[src/rtl/pc_predict_unit.sv]
// Fetch-stage PC register with a direct-mapped BTB and 2-bit direction counters.
// Predicts the next fetch PC each cycle and redirects on execute-stage mispredicts.
module pc_predict_unit #(
  parameter int unsigned     XLEN        = 32,
  parameter logic [XLEN-1:0] RESET_PC    = 32'h0000_0000,
  parameter int unsigned     BTB_ENTRIES = 16
) (
  input  logic            clk,
  input  logic            rst,
  input  logic            stall,
  output logic [XLEN-1:0] pc,
  output logic            pred_taken,
  output logic [XLEN-1:0] pred_target,
  input  logic            ex_valid,
  input  logic [XLEN-1:0] ex_pc,
  input  logic            ex_jump,
  input  logic            ex_jalr,
  input  logic            ex_branch,
  input  logic            ex_cond,
  input  logic [XLEN-1:0] ex_rs1,
  input  logic [XLEN-1:0] ex_imm,
  input  logic            ex_pred_taken,
  input  logic [XLEN-1:0] ex_pred_target,
  output logic            redirect,
  output logic            misaligned
);

  localparam int unsigned     IDX  = $clog2(BTB_ENTRIES);
  localparam int unsigned     TAGW = XLEN - IDX - 2;
  localparam logic [XLEN-1:0] FOUR = XLEN'(4);

  logic            btb_valid  [BTB_ENTRIES];
  logic [TAGW-1:0] btb_tag    [BTB_ENTRIES];
  logic [XLEN-1:0] btb_target [BTB_ENTRIES];
  logic            btb_jump   [BTB_ENTRIES];
  logic [1:0]      btb_ctr    [BTB_ENTRIES];

  logic [IDX-1:0]  f_idx;
  logic            f_hit;
  logic [XLEN-1:0] pc_plus4;

  logic [IDX-1:0]  e_idx;
  logic [TAGW-1:0] e_tag;
  logic            e_hit;
  logic            actual_taken;
  logic [XLEN-1:0] jalr_sum;
  logic [XLEN-1:0] res_target;
  logic            btb_we;
  logic [1:0]      ctr_next;

  // Fetch-side lookup reads the pre-write contents of the array.
  always_comb begin
    f_idx       = pc[IDX+1:2];
    pc_plus4    = pc + FOUR;
    f_hit       = btb_valid[f_idx] && (btb_tag[f_idx] == pc[XLEN-1:IDX+2]);
    pred_taken  = f_hit && (btb_jump[f_idx] || btb_ctr[f_idx][1]);
    pred_target = f_hit ? btb_target[f_idx] : pc_plus4;
  end

  always_comb begin
    actual_taken = ex_jump || (ex_branch && ex_cond);
    jalr_sum     = ex_rs1 + ex_imm;
    if (!actual_taken)
      res_target = ex_pc + FOUR;
    else if (ex_jump && ex_jalr)
      res_target = {jalr_sum[XLEN-1:1], 1'b0};
    else
      res_target = ex_pc + ex_imm;
    redirect   = ex_valid && ((actual_taken != ex_pred_taken) ||
                              (actual_taken && (res_target != ex_pred_target)));
    misaligned = ex_valid && actual_taken && res_target[1];
  end

  always_comb begin
    e_idx  = ex_pc[IDX+1:2];
    e_tag  = ex_pc[XLEN-1:IDX+2];
    e_hit  = btb_valid[e_idx] && (btb_tag[e_idx] == e_tag);
    btb_we = ex_valid && (ex_jump || ex_branch);
    ctr_next = btb_ctr[e_idx];
    if (actual_taken) begin
      if (btb_ctr[e_idx] != 2'b11) ctr_next = btb_ctr[e_idx] + 2'b01;
    end else begin
      if (btb_ctr[e_idx] != 2'b00) ctr_next = btb_ctr[e_idx] - 2'b01;
    end
  end

  always_ff @(posedge clk) begin
    if (rst)
      pc <= RESET_PC;
    else if (redirect)
      pc <= res_target;
    else if (!stall)
      pc <= pred_taken ? pred_target : pc_plus4;
  end

  // Only the valid bits are reset; payload fields are rewritten on allocation.
  always_ff @(posedge clk) begin
    if (rst) begin
      btb_valid <= '{default: 1'b0};
    end else if (btb_we) begin
      if (e_hit) begin
        if (actual_taken) btb_target[e_idx] <= res_target;
        btb_jump[e_idx] <= ex_jump;
        if (ex_branch) btb_ctr[e_idx] <= ctr_next;
      end else if (actual_taken) begin
        btb_valid[e_idx]  <= 1'b1;
        btb_tag[e_idx]    <= e_tag;
        btb_target[e_idx] <= res_target;
        btb_jump[e_idx]   <= ex_jump;
        btb_ctr[e_idx]    <= 2'b10;
      end
    end
  end

endmodule

[config.mk]
export PLATFORM = sky130hd
export DESIGN_NAME = pc_predict_unit
export DESIGN_NICKNAME = d
export VERILOG_FILES = /design/src/rtl/pc_predict_unit.sv
export SDC_FILE = /design/constraint.sdc
export NUM_CORES = 1
export LEC_CHECK = 0
export ABC_CLOCK_PERIOD_IN_PS = 7900
export CORE_AREA = 2 2 339 341
export CTS_CLUSTER_DIAMETER = 60
export CTS_CLUSTER_SIZE = 28
export DETAILED_ROUTE_END_ITERATION = 8
export DIE_AREA = 0 0 341 343
export HOLD_SLACK_MARGIN = 0.12
export PLACE_DENSITY_LB_ADDON = 0.12
export SYNTH_ARGS = -nofsm -noshare
export SYNTH_HDL_FRONTEND = slang
export SYNTH_SLANG_ARGS = --single-unit
[constraint.sdc]
create_clock -name clk -period 7.9 [get_ports clk]
set_input_delay 1.975 -clock clk [delete_from_list [all_inputs] [get_ports clk]]
set_output_delay 1.975 -clock clk [all_outputs]
set_load 0.05 [all_outputs]
Word level (Yosys, flattened, before mapping) --
Memory sizes are Yosys's and may differ from the RTL's. A register that Yosys moved wholly into a read port is not among the register bits. Cells that the tools add are included.
Storage, ports and cells: flip-flop bits (word level) 48, bits in writable memories 976, input bits 137, output and inout port bits 67, word-level logic and storage cells 106, memories 4
Cells by class: $add $sub $neg 6, magnitude comparators 3, equal/unequal tests 6, mux-type cells 46, bitwise logic cells 7, reductions and logical operators 17
Memory list:
- btb_target | words 16, bits a word 32, rd ports 1, clocked after Yosys merged registers in 1, wr ports 1, RTL line 34 | logic [XLEN-1:0] btb_target [BTB_ENTRIES];
- btb_tag | words 16, bits a word 26, rd ports 2, clocked after Yosys merged registers in 1, wr ports 1, RTL line 33 | logic [TAGW-1:0] btb_tag [BTB_ENTRIES];
- btb_ctr | words 16, bits a word 2, rd ports 2, clocked after Yosys merged registers in 1, wr ports 1, RTL line 36 | logic [1:0] btb_ctr [BTB_ENTRIES];
- btb_jump | words 16, bits a word 1, rd ports 1, clocked after Yosys merged registers in 1, wr ports 1, RTL line 35 | logic btb_jump [BTB_ENTRIES];
Operators with widths (count):
- two-way mux 32 bit | 7
- adder 32 x 3 -> 32 bit (second input constant) | 2
- adder 32 bit | 2
- equality test 26 bit | 2
- two-way mux 4 bit | 8
- inequality test 32 bit | 1
- two-way mux 1 bit | 24
- OR 16 bit | 1
- logical AND 1 bit | 11
- greater-or-equal comparator 5 bit (second input constant) | 2
- inverter 4 -> 5 bit | 2
- binary-select mux 1 bit (select 4 bit) | 2
- two-way mux 2 bit | 4
- < comparator 5 x 1 -> 1 bit (second input constant) | 1
- demux 1 bit (select 4 bit) | 1
- logical OR 1 bit | 4
- OR 1 bit | 3
- AND reduction 3 bit | 1
- adder 2 x 1 -> 2 bit (second input constant) | 1
- inequality test 2 x 1 -> 1 bit (second input constant) | 1
- inequality test 2 bit (second input constant) | 1
- nonzero test 2 bit | 1
- subtractor 2 x 1 -> 2 bit (second input constant) | 1
- inequality test 1 bit | 1
- inverter 1 bit | 1

Depth between registers and ports, before layout --
Gate-level depths: netlist (run 1).
depth in word-level cells 11, gate-level depth with buffers 17, gate-level depth less buffers 14

Worst setup path before layout (run 1) --
Ideal clock, no wire load.
path kind input -> output, start in ex_rs1[0], end out redirect, arrival time 6542 ps, path slack -617 ps, cell stages on the path 15, path buffers 1, cells stage by stage and2_1 fa_1 a21o_1 a221o_1 nand4_1 nand3_1 xnor2_1 a221oi_1 xor2_1 a2111o_1 or4b_1 or4_1 nor2_4 buf_4 nor2_1
Between the ends: cells in the longest elaborated chain, start to end 7
RTL lines:
- from (decl) | RTL line 20 | input logic [XLEN-1:0] ex_rs1,
- adder 32 bit | RTL line 62 | jalr_sum = ex_rs1 + ex_imm;
- two-way mux 32 bit | RTL line 65 | else if (ex_jump && ex_jalr)
- two-way mux 32 bit | RTL line 63 | if (!actual_taken)
- named net res_target[14] | RTL line 47 | logic [XLEN-1:0] res_target;
- inequality test 32 bit | RTL line 70 | (actual_taken && (res_target != ex_pred_target)));
- logical AND 1 bit | RTL line 70
- logical OR 1 bit | RTL line 69 | redirect = ex_valid && ((actual_taken != ex_pred_taken) ||
- logical AND 1 bit | RTL line 69
- to (decl) | RTL line 24 | output logic redirect,
The timed path passes the listed nets, and every way through them passes these cells.

Final worst setup path (run 1) --
start in ex_pc[17], end out redirect
Between the ends: cells in the longest elaborated chain, start to end 7
RTL lines:
- from (decl) | RTL line 15 | input logic [XLEN-1:0] ex_pc,
- adder 32 bit | RTL line 68 | res_target = ex_pc + ex_imm;
- two-way mux 32 bit | RTL line 65
- two-way mux 32 bit * | RTL line 63
- inequality test 32 bit * | RTL line 70
- logical AND 1 bit * | RTL line 70
- logical OR 1 bit * | RTL line 69
- logical AND 1 bit * | RTL line 69
Every way passes the cells marked *; elsewhere a longest branch is shown, timed or not.

==> results of run 1 <==
[logic make-up (layout without fill, tap and decap cells)]
logic type | after synthesis | count (layout) | synth area share [%]
fa+ha+maj | 69 | 69 | 1.73
flops | 1028 | 1028 | 60.0
xor+xnor | 170 | 170 | 2.97
other cells | 0 | 1 | 0
simple gates | 666 | 666 | 6.28
mux | 506 | 506 | 20.4
compound gates | 478 | 478 | 6.53
buf+inv | 246 | 884 | 2.09
[per-layer routing]
layer	vias to the layer above	wire length (um)
met3	200	14000
li1	14100	-
met5	-	30
met4	4	3990
met1	17500	68900
met2	1630	78200
[worst max path at each step]
stage,startpoint,endpoint,slack [ns],cells past startpoint
2_1_floorplan,ex_pc[0],redirect,0.01,15
3_3_place_gp,ex_imm[0],redirect,-0.58,16
3_5_place_dp,ex_imm[1],redirect,-0.68,16
4_1_cts,ex_imm[4],redirect,0.0007,17
5_1_grt,ex_imm[18],redirect,-0.10,15
6_report,ex_pc[17],redirect,-0.03,15
[where the power goes]
part,total [W],switching [W],leakage [nW],internal (W)
clock network,0.00434,0.00217,1.35,0.00217
logic,0.00260,0.00150,10.1,0.00110
registers,0.00624,0.0000969,9.26,0.00614
total,0.0132,0.00376,20.7,0.00941
[worst max-delay path, cell delays in order]
cell,delay (ns)
clkdlybuf4s50_1,0.56
ha_1,0.38
buf_4,0.18
nand2_1,0.08
nor2_1,0.26
o2111ai_2,0.23
a211oi_1,0.32
nor3b_2,0.10
and3_1,0.19
a211o_1,0.24
or4b_4,0.58
or4_4,0.46
nor2_4,0.14
nor2_4,0.07
buf_8,0.19
[state kept, by name (all words and copies together) (netlist names), named ones only]
name        cells
btb_tag       416
btb_jump       16
btb_valid      16
btb_ctr        32
pc             32
btb_target    512
[per-stage QoR]
stage               cells  power, W  util (%)  setup TNS [ns]
CTS                  5311    0.0132      54.8               0
global placement     5149   0.00885      51.8          -0.577
detailed placement   5149   0.00888      51.8          -0.676
finish               5314    0.0132      54.9         -0.0252
floorplan            3163   0.00775         -               0
global route         5313    0.0136      54.9          -0.103
[final cells by class]
type                       instances  area (um^2)  area share, %
sequential                      1028        30400           48.8
multi-input combinational       1889        20100           32.4
timing repair buffer             708         6910           11.1
clock buffer                      83         1990           3.20
tap                             1512         1890           3.04
clock inverter                    63          827           1.33
inverter                          30          115          0.185
antenna                            1         2.50        0.00402
[cells in the final DEF (no fill, tap or decap), types with 39 or more instances in the layout]
cell / count
ha_1: 44
a21oi_1: 131
mux4_2: 421
dfxtp_1: 49
clkdlybuf4s50_1: 158
clkbuf_16: 79
nand4_1: 39
edfxtp_1: 976
xor2_1: 71
nand2_1: 141
o22ai_1: 39
xnor2_1: 93
mux2i_1: 72
nand3_1: 48
nor3_1: 64
buf_12: 89
nor2_1: 192
buf_4: 413
o21ai_0: 44
[repair_timing]
item	4_1_cts	5_1_grt
endpoints found under the setup margin	1	1
gates resized for setup	147	24
hold buffers	0	0
setup buffers	16	2
pin swaps	51	12
endpoints found under the hold margin	0	0
==> impl_metrics.tcl, run 1 <==
set metrics [dict create \
    status "finished, violations left" \
    violations "setup timing" \
    cp.arrival_ns 5.95 \
    clock_skew_ns 0.0482 \
    powerDensity_mw_per_mm2 212 \
    drive_gt1_share_pct 33.6 \
    p_leak_nw 20.7 \
    critPathKind "primary input to primary output" \
    gr-usage-met1_pct 40.5 \
    fmax_mhz 126 \
    area_growth_pct 23.0 \
    met3_usage_pct 4.73 \
    numCtsBuffers 79 \
    floorplan.initialDensity_pct 44.6 \
    cts.sinks 1028 \
    cts-root-buf "clkbuf_16" \
    final_nets 3941 \
    fp.dieH_um 343 \
    cts_tree "yes" \
    synth-edff-count 976 \
    dp_hpwl_um 116000 \
    ys_warn_count 0 \
    end_kind "primary output" \
    port_buffers 203 \
    htreeDepth 3 \
    ys_async_sr_fraction_pct 0 \
    r2r_cells 13 \
    fp.dieArea_mm2 0.117 \
    clockBufferDepth 3 \
    grt.busiest_layer "met2" \
    tightest_slew_ns 1.20 \
    required_ns 5.93 \
    slew_headroom_pct 19.3 \
    timing.final.ws_setup_ns -0.0252 \
    grt_antenna_before_repair 6 \
    use_met2_pct 45.3 \
    rrSetupSlack_ns 2.51 \
    hp-start "btb_valid[3]" \
    hold_viol_final 0 \
    rsz0062_at_grt "yes" \
    vias 33400 \
    ys_seq_area_share_pct 60.0 \
    worst-path-max-fanout 9 \
    wl_per_cell_um 31.1 \
    globalplace.congestion 0.945 \
    netlist_instances 3163 \
    drt-pass1-iter-count 6 \
    std_cell_rows 124 \
    avgSynthCellArea_um2 16.0 \
    core_area_mm2 0.113 \
    design_area_mm2 0.0622 \
    start_kind "primary input" \
    clk_latency_ns 0.69 \
    first_global_vias 34000 \
    grt-ovfl-total 0 \
    hold_ws_ns 0.478 \
    gr-usage-all-layers_pct 28.2 \
    slew_viol_final 0 \
    hold_class "flip-flop to flip-flop" \
    ys_seq_elements 1028 \
    vias_per_cell 6.28 \
    fin_crit_sh_pct 100 \
    yosysMostFrequentCell "edfxtp_1" \
    ys_top_cells_by_area "edfxtp_1, mux4_2, dfxtp_1" \
    maxCapViolations 0 \
    nFillCells 8989 \
    synth_common_cells "edfxtp_1, mux4_2, nor2_1" \
    synth.top_cell.area_share_pct 57.9 \
    die_x_um 341 \
    grt_max_degree 112 \
    path_clk_slew_ns 0.07 \
    synth_cell_types 91 \
    yosys.area.top_type "edfxtp_1" \
    setup_violations 1 \
    peakVddDrop_mv 0.153 \
    synth_area_mm2 0.0506 \
    hold_depth 1 \
    drt_wl_total_um 165000 \
    synth_nets 3368 \
    drt_iter0_markers 3915 \
    ioPinCount 204 \
    dpl_cell_area_mm2 0.0587 \
    dominantRegCellSynth "edfxtp_1" \
    grt_pass1_wl_um 238000 \
    whs_endpoint "btb_valid[3]" \
    ant_nets 0 \
    route.detailed.drc 0 \
    place_ws_ns -0.676 \
    finalCriticalPeriod_ns 7.93 \
]
Power figures use the tool's default switching activity.
==> run 2, diff against run 1 <==
- RECOVER_POWER: unset -> 25
==> impl_metrics.tcl, run 2 (synthesis gave the netlist of run 1 again) <==
set metrics [dict create \
    core_area_mm2 0.113 \
    slew_viol_final 0 \
    critPathKind "primary input to primary output" \
    grt_antenna_before_repair 6 \
    ioPinCount 204 \
    vias_per_cell 6.32 \
    hold_class "flip-flop to flip-flop" \
    powerDensity_mw_per_mm2 212 \
    grt_pass1_wl_um 238000 \
    dpl_cell_area_mm2 0.0587 \
    final_common_cell "edfxtp_1" \
    timing.final.ws_setup_ns -0.0446 \
    fp.dieArea_mm2 0.117 \
    grt-ovfl-total 0 \
    cp-endpoint "redirect" \
    numCtsBuffers 79 \
    required_ns 5.93 \
    drt-pass1-iter-count 6 \
    grt.busiest_layer "met2" \
    status "finished, violations left" \
    tightest_slew_ns 1.20 \
    start_kind "primary input" \
    finalCriticalPeriod_ns 7.94 \
    r2r_cells 13 \
    port_buffers 203 \
    fp.dieH_um 343 \
    met3_usage_pct 4.73 \
    switching_share_pct 28.6 \
    grt_max_degree 112 \
    gr-usage-all-layers_pct 28.2 \
    multi_input_area_mm2 0.0201 \
    clock_skew_ns 0.0506 \
    fmax_mhz 126 \
    peakVddDrop_mv 0.154 \
    rsz0062_at_grt "yes" \
    clk_latency_ns 0.69 \
    path_clk_slew_ns 0.07 \
    final_nets 3941 \
    p_leak_nw 20.6 \
    drive_gt1_share_pct 33.4 \
    floorplan.initialDensity_pct 44.6 \
    power_frac_comb_pct 19.7 \
    hold_viol_final 0 \
    seq_area_mm2 0.0304 \
    cts.sinks 1028 \
    maxCapViolations 0 \
    drt_iter0_markers 3912 \
    route.detailed.drc 0 \
    use_met2_pct 45.3 \
    cp.arrival_ns 5.97 \
    wl_per_cell_um 31.1 \
    p_sw_w 0.00377 \
    critPathLaunch "ex_imm[4]" \
    fin_crit_sh_pct 101 \
    power.internal_w 0.00941 \
    top_register "btb_target" \
    reg.largest.list "btb_target (512), btb_tag (416)" \
    slew_headroom_pct 19.4 \
    largest_reg_flops 512 \
    std_cell_rows 124 \
    ant_nets 0 \
    pwr-share-clk_pct 32.9 \
    worst-path-max-fanout 3 \
    violations "setup timing" \
    area_growth_pct 22.9 \
    globalplace.congestion 0.945 \
    rrSetupSlack_ns 2.50 \
    gr-usage-met1_pct 40.5 \
    htreeDepth 3 \
    setup_violations 1 \
    setup_tns_ns -0.0446 \
    vias 33600 \
    dp_hpwl_um 116000 \
    die_x_um 341 \
    drt_wl_total_um 165000 \
    seq_power_share_pct 47.3 \
    clockBufferDepth 3 \
    first_global_vias 34000 \
    end_kind "primary output" \
    cts-root-buf "clkbuf_16" \
    nFillCells 8999 \
    design_area_mm2 0.0622 \
    most-common-layout-cells "edfxtp_1, mux4_2, buf_4" \
    cts_tree "yes" \
]
[run 2: cell type report]
| class | instances | share of cell area (%) |
|---|---|---|
| diodes | 3 | 0.0121 |
| inverters | 30 | 0.185 |
| flip-flops and latches | 1028 | 48.8 |
| repair buffers | 708 | 11.1 |
| multi-input cells | 1889 | 32.4 |
| well taps | 1512 | 3.04 |
| clock buffers | 83 | 3.20 |
| clock inverters | 63 | 1.33 |
[run 2: how the worst min path moves through the flow]
| stage | startpoint | to | slack [ns] | cells after the start |
|---|---|---|---|---|
| 2_1_floorplan | btb_valid[1] | btb_valid[1] | 0.44 | 1 |
| 3_3_place_gp | btb_valid[3] | btb_valid[3] | 0.45 | 1 |
| 3_5_place_dp | btb_valid[9] | btb_valid[9] | 0.46 | 1 |
| 4_1_cts | btb_valid[9] | btb_valid[9] | 0.48 | 1 |
| 5_1_grt | btb_valid[0] | btb_valid[0] | 0.51 | 1 |
| 6_report | btb_valid[3] | btb_valid[3] | 0.48 | 1 |
[run 2: through the flow]
step                hold WS, ns  util [%]  std cells  total power (W)  setup slack, ns
global route              0.511      54.9       5314           0.0136           -0.103
global placement          0.448      51.8       5149          0.00885           -0.577
CTS                       0.481      54.8       5311           0.0132         0.000652
floorplan                 0.438         -       3163          0.00775           0.0134
detailed placement        0.464      51.8       5149          0.00888           -0.676
finish                    0.478      54.9       5316           0.0132          -0.0446
[run 2: timing repair]
item | CTS | global route
gates resized for setup | 147 | 24
hold buffers | 0 | 0
pin swaps | 51 | 12
endpoints found under the setup margin | 1 | 1
setup buffers | 16 | 2
[run 2: critical path: stages]
cell and delay, ns:
dlygate4sd2_1 0.29, ha_1 0.31, a21o_1 0.22, a31oi_4 0.23
a211oi_2 0.13, buf_4 0.17, nor4_4 0.21, mux2_4 0.33
o211ai_1 0.34, xor2_1 0.19, o2111a_1 0.20, or4b_4 0.51
or4_4 0.46, nor2_4 0.14, nor2_4 0.07, buf_8 0.19
[run 2: power by group through the flow]
stage | sequential (W) | clock (W) | combinational (W)
final | 0.00624 | 0.00434 | 0.00260
after global routing | 0.00624 | 0.00459 | 0.00274
after CTS | 0.00624 | 0.00440 | 0.00258
after detailed placement | 0.00636 | 0 | 0.00252
after global placement | 0.00636 | 0 | 0.00249
after floorplan | 0.00635 | 0 | 0.00140
[run 2: routing by layer]
layer  vias up  part of all wire, %
met5         -                0.018
li1      14100                    -
met4         4                  2.5
met3       208                  8.5
met2      1666                   47
met1     17600                   42
